[src/rtl/falcon_pkg.sv]
// Shared definitions for the small-polynomial gather logic: FSM state
// encoding, coefficient bound and coefficient / counter widths.
package falcon_pkg;

    localparam int unsigned COEF_W     = 8;
    localparam int          COEF_BOUND = 127;
    localparam int unsigned VAL_W      = 32;
    localparam int unsigned REJ_W      = 16;
    localparam int unsigned NORM_W     = 32;
    localparam int unsigned PROD_W     = 2 * COEF_W;

    // FSM state encoding
    typedef logic [1:0] state_t;
    localparam state_t ST_IDLE    = 2'd0;
    localparam state_t ST_COLLECT = 2'd1;
    localparam state_t ST_DONE    = 2'd2;

endpackage

[src/rtl/small_coef_check.sv]
// Combinational classification of one Gaussian sample.
//   val         : signed 32-bit sample
//   in_range_c  : -COEF_BOUND <= val <= COEF_BOUND
//   par_c       : low bit of the sample (parity contribution)
//   coef_c      : sample truncated to an 8-bit two's-complement coefficient
module small_coef_check
    import falcon_pkg::*;
(
    input  logic [VAL_W-1:0]  val,
    output logic              in_range_c,
    output logic              par_c,
    output logic [COEF_W-1:0] coef_c
);

    assign in_range_c = ($signed(val) >= -COEF_BOUND) && ($signed(val) <= COEF_BOUND);
    assign par_c      = val[0];
    // Exact for in-range samples; out-of-range samples are never written.
    assign coef_c     = val[COEF_W-1:0];

endmodule

[src/rtl/poly_small_gather.sv]
// Collects N = 2^LOGN small signed coefficients from a Gaussian sampler
// stream, rejecting out-of-range samples and forcing an odd coefficient sum
// via the last coefficient. Accepted coefficients are written to a
// coefficient RAM through a registered write port.
//
// Optional feature: define POLY_SMALL_NORM_EN to accumulate the squared norm
// of the accepted coefficients; otherwise sq_norm is tied to zero.
//
// Ports:
//   clk, rst_n      clock, asynchronous active-low reset
//   start           one-cycle request to collect a polynomial (IDLE only)
//   val_valid, val  Gaussian sample stream, no backpressure
//   gauss_req       keep-producing request to the sampler (equals busy)
//   coef_we/addr/data  registered coefficient RAM write port
//   busy            high while collecting
//   done            pulse together with the write of coefficient N-1
//   rej_cnt         rejected samples in this polynomial, saturating
//   sq_norm         sum of squares of accepted coefficients
module poly_small_gather
    import falcon_pkg::*;
#(
    parameter int unsigned LOGN = 9
) (
    input  logic              clk,
    input  logic              rst_n,
    input  logic              start,
    input  logic              val_valid,
    input  logic [31:0]       val,
    output logic              gauss_req,
    output logic              coef_we,
    output logic [LOGN-1:0]   coef_addr,
    output logic [7:0]        coef_data,
    output logic              busy,
    output logic              done,
    output logic [15:0]       rej_cnt,
    output logic [31:0]       sq_norm
);

    state_t              state, state_nxt;
    logic [LOGN-1:0]     idx, idx_nxt;
    logic                parity, parity_nxt;
    logic                we_nxt;
    logic [LOGN-1:0]     addr_nxt;
    logic [COEF_W-1:0]   data_nxt;
    logic                done_nxt;
    logic                busy_nxt;
    logic [REJ_W-1:0]    rej_nxt;

    logic                in_range_c;
    logic                par_c;
    logic [COEF_W-1:0]   coef_c;
    logic                last_c;
    logic                accept_c;

`ifdef POLY_SMALL_NORM_EN
    logic [NORM_W-1:0]        sq_q, sq_nxt;
    logic signed [PROD_W-1:0] prod_c;
`endif

    small_coef_check u_check (
        .val        (val),
        .in_range_c (in_range_c),
        .par_c      (par_c),
        .coef_c     (coef_c)
    );

    // The final coefficient must make the running coefficient sum odd.
    assign last_c   = (idx == {LOGN{1'b1}});
    assign accept_c = in_range_c && (!last_c || (parity ^ par_c));

`ifdef POLY_SMALL_NORM_EN
    assign prod_c = $signed(coef_c) * $signed(coef_c);
`endif

    // Next-state and registered-output logic
    always_comb begin
        state_nxt  = state;
        idx_nxt    = idx;
        parity_nxt = parity;
        we_nxt     = 1'b0;
        addr_nxt   = coef_addr;
        data_nxt   = coef_data;
        done_nxt   = 1'b0;
        rej_nxt    = rej_cnt;
`ifdef POLY_SMALL_NORM_EN
        sq_nxt     = sq_q;
`endif
        case (state)
            ST_IDLE: begin
                if (start) begin
                    state_nxt  = ST_COLLECT;
                    idx_nxt    = '0;
                    parity_nxt = 1'b0;
                    rej_nxt    = '0;
`ifdef POLY_SMALL_NORM_EN
                    sq_nxt     = '0;
`endif
                end
            end
            ST_COLLECT: begin
                if (val_valid) begin
                    if (accept_c) begin
                        we_nxt     = 1'b1;
                        addr_nxt   = idx;
                        data_nxt   = coef_c;
                        parity_nxt = parity ^ par_c;
                        idx_nxt    = idx + LOGN'(1);
`ifdef POLY_SMALL_NORM_EN
                        sq_nxt     = sq_q + NORM_W'($unsigned(prod_c));
`endif
                        if (last_c) begin
                            state_nxt = ST_DONE;
                            done_nxt  = 1'b1;
                        end
                    end else if (rej_cnt != {REJ_W{1'b1}}) begin
                        rej_nxt = rej_cnt + REJ_W'(1);
                    end
                end
            end
            ST_DONE: begin
                state_nxt = ST_IDLE;
            end
            default: begin
                state_nxt = ST_IDLE;
            end
        endcase
        busy_nxt = (state_nxt == ST_COLLECT);
    end

    // State and output registers
    always_ff @(posedge clk or negedge rst_n) begin
        if (!rst_n) begin
            state     <= ST_IDLE;
            idx       <= '0;
            parity    <= 1'b0;
            coef_we   <= 1'b0;
            coef_addr <= '0;
            coef_data <= '0;
            done      <= 1'b0;
            busy      <= 1'b0;
            rej_cnt   <= '0;
        end else begin
            state     <= state_nxt;
            idx       <= idx_nxt;
            parity    <= parity_nxt;
            coef_we   <= we_nxt;
            coef_addr <= addr_nxt;
            coef_data <= data_nxt;
            done      <= done_nxt;
            busy      <= busy_nxt;
            rej_cnt   <= rej_nxt;
        end
    end

`ifdef POLY_SMALL_NORM_EN
    // Squared-norm accumulator
    always_ff @(posedge clk or negedge rst_n) begin
        if (!rst_n) begin
            sq_q <= '0;
        end else begin
            sq_q <= sq_nxt;
        end
    end
    assign sq_norm = sq_q;
`else
    assign sq_norm = '0;
`endif

    assign gauss_req = busy;

endmodule
[config.mk]
export PLATFORM = sky130hd
export DESIGN_NAME = poly_small_gather
export DESIGN_NICKNAME = d
export VERILOG_FILES = /design/src/rtl/falcon_pkg.sv /design/src/rtl/small_coef_check.sv /design/src/rtl/poly_small_gather.sv
export SDC_FILE = /design/constraint.sdc
export NUM_CORES = 1
export LEC_CHECK = 0
export ABC_AREA = 1
export CAP_MARGIN = 20
export CORE_MARGIN = 2
export CORE_UTILIZATION = 41
export DETAILED_ROUTE_END_ITERATION = 12
export PLACE_DENSITY_LB_ADDON = 0.1
export SYNTH_ARGS = -nofsm -noshare
export SYNTH_HDL_FRONTEND = slang
export SYNTH_SLANG_ARGS = --single-unit
[constraint.sdc]
create_clock -name clk -period 2.1 [get_ports clk]
set_input_delay 0.21 -clock clk [delete_from_list [all_inputs] [get_ports clk]]
set_output_delay 0.21 -clock clk [all_outputs]
set_load 0.01 [all_outputs]
Word level (Yosys, flattened, before mapping)
Cells that the tools add are included.
W data, S select, Z words.
{"block": "classes", "n_addsub": 2, "n_lt_le_gt_ge": 2, "eq_ne": 9, "mux": 25, "bitwise": 1, "n_reduce_logical": 9}
{"cell": "$mux W16", "count": 4}
{"cell": "$ge A32 B8 Y1 const B", "count": 1}
{"cell": "$le A32 B8 Y1 const B", "count": 1}
{"cell": "$pmux W16 S2", "count": 1}
{"cell": "$mux W9", "count": 3}
{"cell": "$pmux W9 S2", "count": 1}
{"cell": "$add A16 B1 Y16 const B", "count": 1}
{"cell": "$ne A16 B16 Y1 const B", "count": 1}
{"cell": "$mux W1", "count": 10}
{"cell": "$ne A2 B2 Y1 const B", "count": 5}
{"cell": "$add A9 B1 Y9 const B", "count": 1}
{"cell": "$eq A9 B9 Y1 const B", "count": 1}
{"cell": "$mux W2", "count": 4}
{"cell": "$reduce_and A5 Y1", "count": 1}
{"cell": "$eq A2 B1 Y1 const B", "count": 2}
{"cell": "$pmux W2 S2", "count": 1}
{"cell": "$reduce_and A4 Y1", "count": 1}
{"cell": "$reduce_and A3 Y1", "count": 1}
{"cell": "$logic_and A1 B1 Y1", "count": 2}
{"cell": "$logic_not A2 Y1", "count": 1}
{"cell": "$pmux W1 S2", "count": 1}
{"cell": "$reduce_bool A2 Y1", "count": 1}
{"cell": "$logic_not A1 Y1", "count": 1}
{"cell": "$logic_or A1 B1 Y1", "count": 1}
{"cell": "$xor A1 B1 Y1", "count": 1}
{"block": "totals", "ff_bits": 48, "out_inout_bits": 69, "word_cells": 57}

Depth between registers and ports, before layout
{"block": "logic_depth", "ltp_word": 8, "ltp_mapped": 12}

Hierarchy
From an unflattened synthesis, not the netlist that was laid out.
{"block": "hier_totals", "cells_unflattened": 420, "area_unflattened_um2": 3046.7}
{"mod": "poly_small_gather", "instances": 1, "cells_per_inst": 345, "area_per_inst_um2": 2718.9, "seq_area_each_um2": 1201.2}
{"mod": "small_coef_check", "instances": 1, "cells_per_inst": 75, "area_per_inst_um2": 327.8, "seq_area_each_um2": 0.0}

Worst setup path after synthesis
OpenSTA, ideal clock, no wires.
{"block": "synth_timing", "path_type": "register to register", "start": "register idx[0]", "end": "register coef_addr[5]", "setup_time_ns": 0.118, "arrival_ns": 1.853, "required_ns": 1.982, "setup_slack_ns": 0.128, "path_stages_with_launch": 12, "cell_sequence": "dfrtp_1 -> ha_1 -> nand3_1 -> nor2_1 -> ha_1 -> inv_1 -> nor2_1 -> a21oi_1 -> nand4_2 -> clkbuf_1 -> nand2_1 -> nand2_1"}
{"block": "synth_via", "elab_chain_len": 5}
{"element": "start, declared", "line_no": "poly_small_gather.sv:40", "source": "logic [LOGN-1:0] idx, idx_nxt;"}
{"element": "start signal, assigned", "line_no": "poly_small_gather.sv:144", "source": "idx <= idx_nxt;"}
{"element": "$eq A9 B9 Y1", "line_no": "poly_small_gather.sv:68", "source": "assign last_c = (idx == {LOGN{1'b1}});"}
{"element": "$logic_not A1 Y1", "line_no": "poly_small_gather.sv:69", "source": "assign accept_c = in_range_c && (!last_c || (parity ^ par_c));"}
{"element": "$logic_or A1 B1 Y1", "line_no": "poly_small_gather.sv:69"}
{"element": "$logic_and A1 B1 Y1", "line_no": "poly_small_gather.sv:69"}
{"element": "$reduce_and A3 Y1 (no line)"}
{"element": "end signal, assigned", "line_no": "poly_small_gather.sv:147", "source": "coef_addr <= addr_nxt;"}
{"element": "end, declared", "line_no": "poly_small_gather.sv:31", "source": "output logic [LOGN-1:0] coef_addr,"}
No other way between the ends.
A chain may end at the register's enable or synchronous reset.

Worst setup path in the final report
{"block": "layout_timing", "start": "register idx[0]", "end": "register rej_cnt[1]"}
{"block": "layout_via", "elab_chain_len": 6}
{"element": "$eq A9 B9 Y1", "line_no": "poly_small_gather.sv:68"}
{"element": "$logic_not A1 Y1", "line_no": "poly_small_gather.sv:69"}
{"element": "$logic_or A1 B1 Y1", "line_no": "poly_small_gather.sv:69"}
{"element": "$logic_and A1 B1 Y1", "line_no": "poly_small_gather.sv:69"}
{"element": "$ne A2 B2 Y1 (no line)"}
{"element": "$reduce_and A5 Y1 (no line)"}
{"element": "end signal, assigned", "line_no": "poly_small_gather.sv:151", "source": "rej_cnt <= rej_nxt;"}
{"element": "end, declared", "line_no": "poly_small_gather.sv:35", "source": "output logic [15:0] rej_cnt,"}
No other way between the ends.

==> flow_summary.ini <==
[grt]
grtUsageMet3_pct = 4.02
grt_usage_pct = 18.4
grt_pass1_vias = 2575
grtUsageMet1_pct = 25.5
grt_pass1_wl_um = 12500
use_met2_pct = 28.8
grt-ovfl-total = 0
top_usage_layer = met2
grt_max_degree = 28
antenna_found_initial = 0

[route]
drtIter0Drc = 138
ant_nets = 0
drc_errors = 0
dr.pass1.iters = 4
vias = 2811
wire_per_inst_um = 12.1
avgViaCountPerCell = 4.67
routed_wl_um = 7310

[timing]
post-route-period-util_pct = 92.1
setup_viol = 0
worstMarginPinSlew_ps = 515
fmax_ghz = 0.517
whs_ps = 361
finalHoldViolCount = 0
timing.slew.headroom_pct = 65.7
setup-tns-final_ps = 0
fin_skew_ps = 4.92
rsz0062_at_grt = no
slew_violations = 0
fin_crit_ps = 1930

[synth]
ys.warnings.count = 0
synth_seq_cells = 48
ys_seq_area_share_pct = 39.6
synth.cell_area_um2 = 3030
synth.avg_cell_area_um2 = 7.27
synth.distinct_cells = 25
syn-instance-count = 417

[final_layout]
layout.nets = 542
drive_above_1_share_pct = 7.75
layout_commonest_cell = nand2_1
num_antenna_cells = 0
syn2layout_area_growth_pct = 31.2
final_core_util_pct = 55.2
fill_cells = 683
final_cell_mix = nand2_1 (137), clkdlybuf4s50_1 (71), nor2_1 (67)
stdcell_area_um2 = 3980

[power_and_ir_drop]
p_per_area_nw_per_um2 = 729
p_leak_nw = 1.97
peakVddDrop_uv = 307

[die]
core_um2 = 7210
chipHeight_um = 90.0
rows = 31
start_util_pct = 42.0
die_x_um = 90.0
fp.dieArea_um2 = 8100
ios = 105

[worst_setup_path]
cp-start-kind = register
critPathCaptureType = register
worstPathMaxFanout = 10
crit_required_ps = 2310
cp.arrival_ps = 2140
path_class = register to register

[cts]
cts_buffers = 5
cts_sinks = 48
tritoncts = done
cts-htree-levels = 2
root_buffer = clkbuf_8
clockBufferDepth = 2
cts.clk_slew.worst_paths_ps = 90
clk_latency_ps = 310

[place]
dp_hpwl_um = 5510
portBuffers = 72
place.gp.congestion = 0.822
dpl_cell_area_um2 = 3830

[worst_hold_path]
holdCritPathClass = input port to asynchronous set/reset pin

[run_status]
status = completed

[run]
cap_violations = 0
kinds of logic after synthesis:
family | share of synthesized area (%)
AOI/OAI and AO/OA | 1.07
xor gates and xnor gates | 5.49
adders and majority gates | 1.24
buffers and inverters | 13.3
DFF | 39.6
other | 0.124
and+or+nand+nor | 39.2
path summary, 6_finish.rpt:
| kind | slack, ps | from | depth (start not counted) | end |
|---|---|---|---|---|
| max in group asynchronous | 1150 | rst_n | 3 | idx[2] |
| worst max register to register | 170 | idx[0] | 11 | rej_cnt[1] |
| worst max-delay path | 170 | idx[0] | 11 | rej_cnt[1] |
| worst min register to register | 480 | coef_data[6] | 2 | coef_data[6] |
| min in group clk | 480 | coef_data[6] | 2 | coef_data[6] |
| worst min-delay path | 360 | rst_n | 2 | rej_cnt[1] |
per-layer routing:
layer  part of all wire, %  routed length (um)
met1                    48                3480
met5                     0                   0
met3                   6.3                 463
met2                    45                3270
met4                   1.3                  95
synth_stat cells:
cell type,n,share of area [%]
a21oi_1,1,0.16
a32oi_4,1,0.91
buf_2,4,0.66
buf_4,33,8.2
buf_6,3,1.1
clkbuf_1,7,0.87
clkinv_4,1,0.29
conb_1,1,0.12
dfrtp_1,48,40
ha_1,3,1.2
inv_1,18,2.2
nand2_1,138,17
nand2_2,1,0.21
nand2_4,1,0.37
nand3_1,41,6.8
nand3_2,1,0.33
nand3b_1,2,0.49
nand4_1,20,4.1
nand4_2,1,0.41
nor2_1,67,8.3
nor2_2,1,0.21
nor3_1,4,0.66
or2_1,1,0.21
xnor2_1,5,1.4
xor2_1,14,4.0
final cells by class:
type / count / area, um2 / share of cell area, %
Clock buffer: 5 / 68.8 / 1.73
Clock inverter: 2 / 60.1 / 1.51
Inverter: 19 / 76.3 / 1.92
Multi-Input combinational cell: 334 / 1560 / 39.2
Sequential cell: 48 / 1200 / 30.2
Tap cell: 99 / 124 / 3.11
Timing Repair Buffer: 95 / 891 / 22.4
power breakdown:
group	switching, W	total (W)	internal (W)
Sequential	0.000116	0.00118	0.00107
Combinational	0.000471	0.000930	0.000459
Clock	0.000318	0.000787	0.000469
what timing repair did:
action	4_1_cts	5_1_grt
hold buffers	1	0
resized for setup	1	2
setup endpoints to repair	6	19
hold endpoints to repair	17	0
setup buffers	0	0
pin swaps	1	0
flip-flops by register name, summed over array words and instances (netlist names):
name,flops
parity,1
coef_we,1
state,2
done,1
coef_data,8
idx,9
busy,1
coef_addr,9
rej_cnt,16
per-stage QoR:
step	power [W]	instances	setup WS, ps
after global routing	0.00309	602	27.9
after CTS	0.00293	602	89.7
after floorplan	0.00170	448	128
after global placement	0.00212	594	25.4
after detailed placement	0.00213	594	7.85
final	0.00290	602	167
worst max-delay path, stage by stage (launching register included):
cell      delay (ps)
dfrtp_1          390
ha_1             220
nand3_1          120
nor2_1            60
ha_1             190
inv_1             60
nor2_1            50
a21oi_2          220
nand3_4          160
buf_4            210
nand3b_1          90
nand2_1           60
Note: power is estimated with default switching activity, not from simulation.
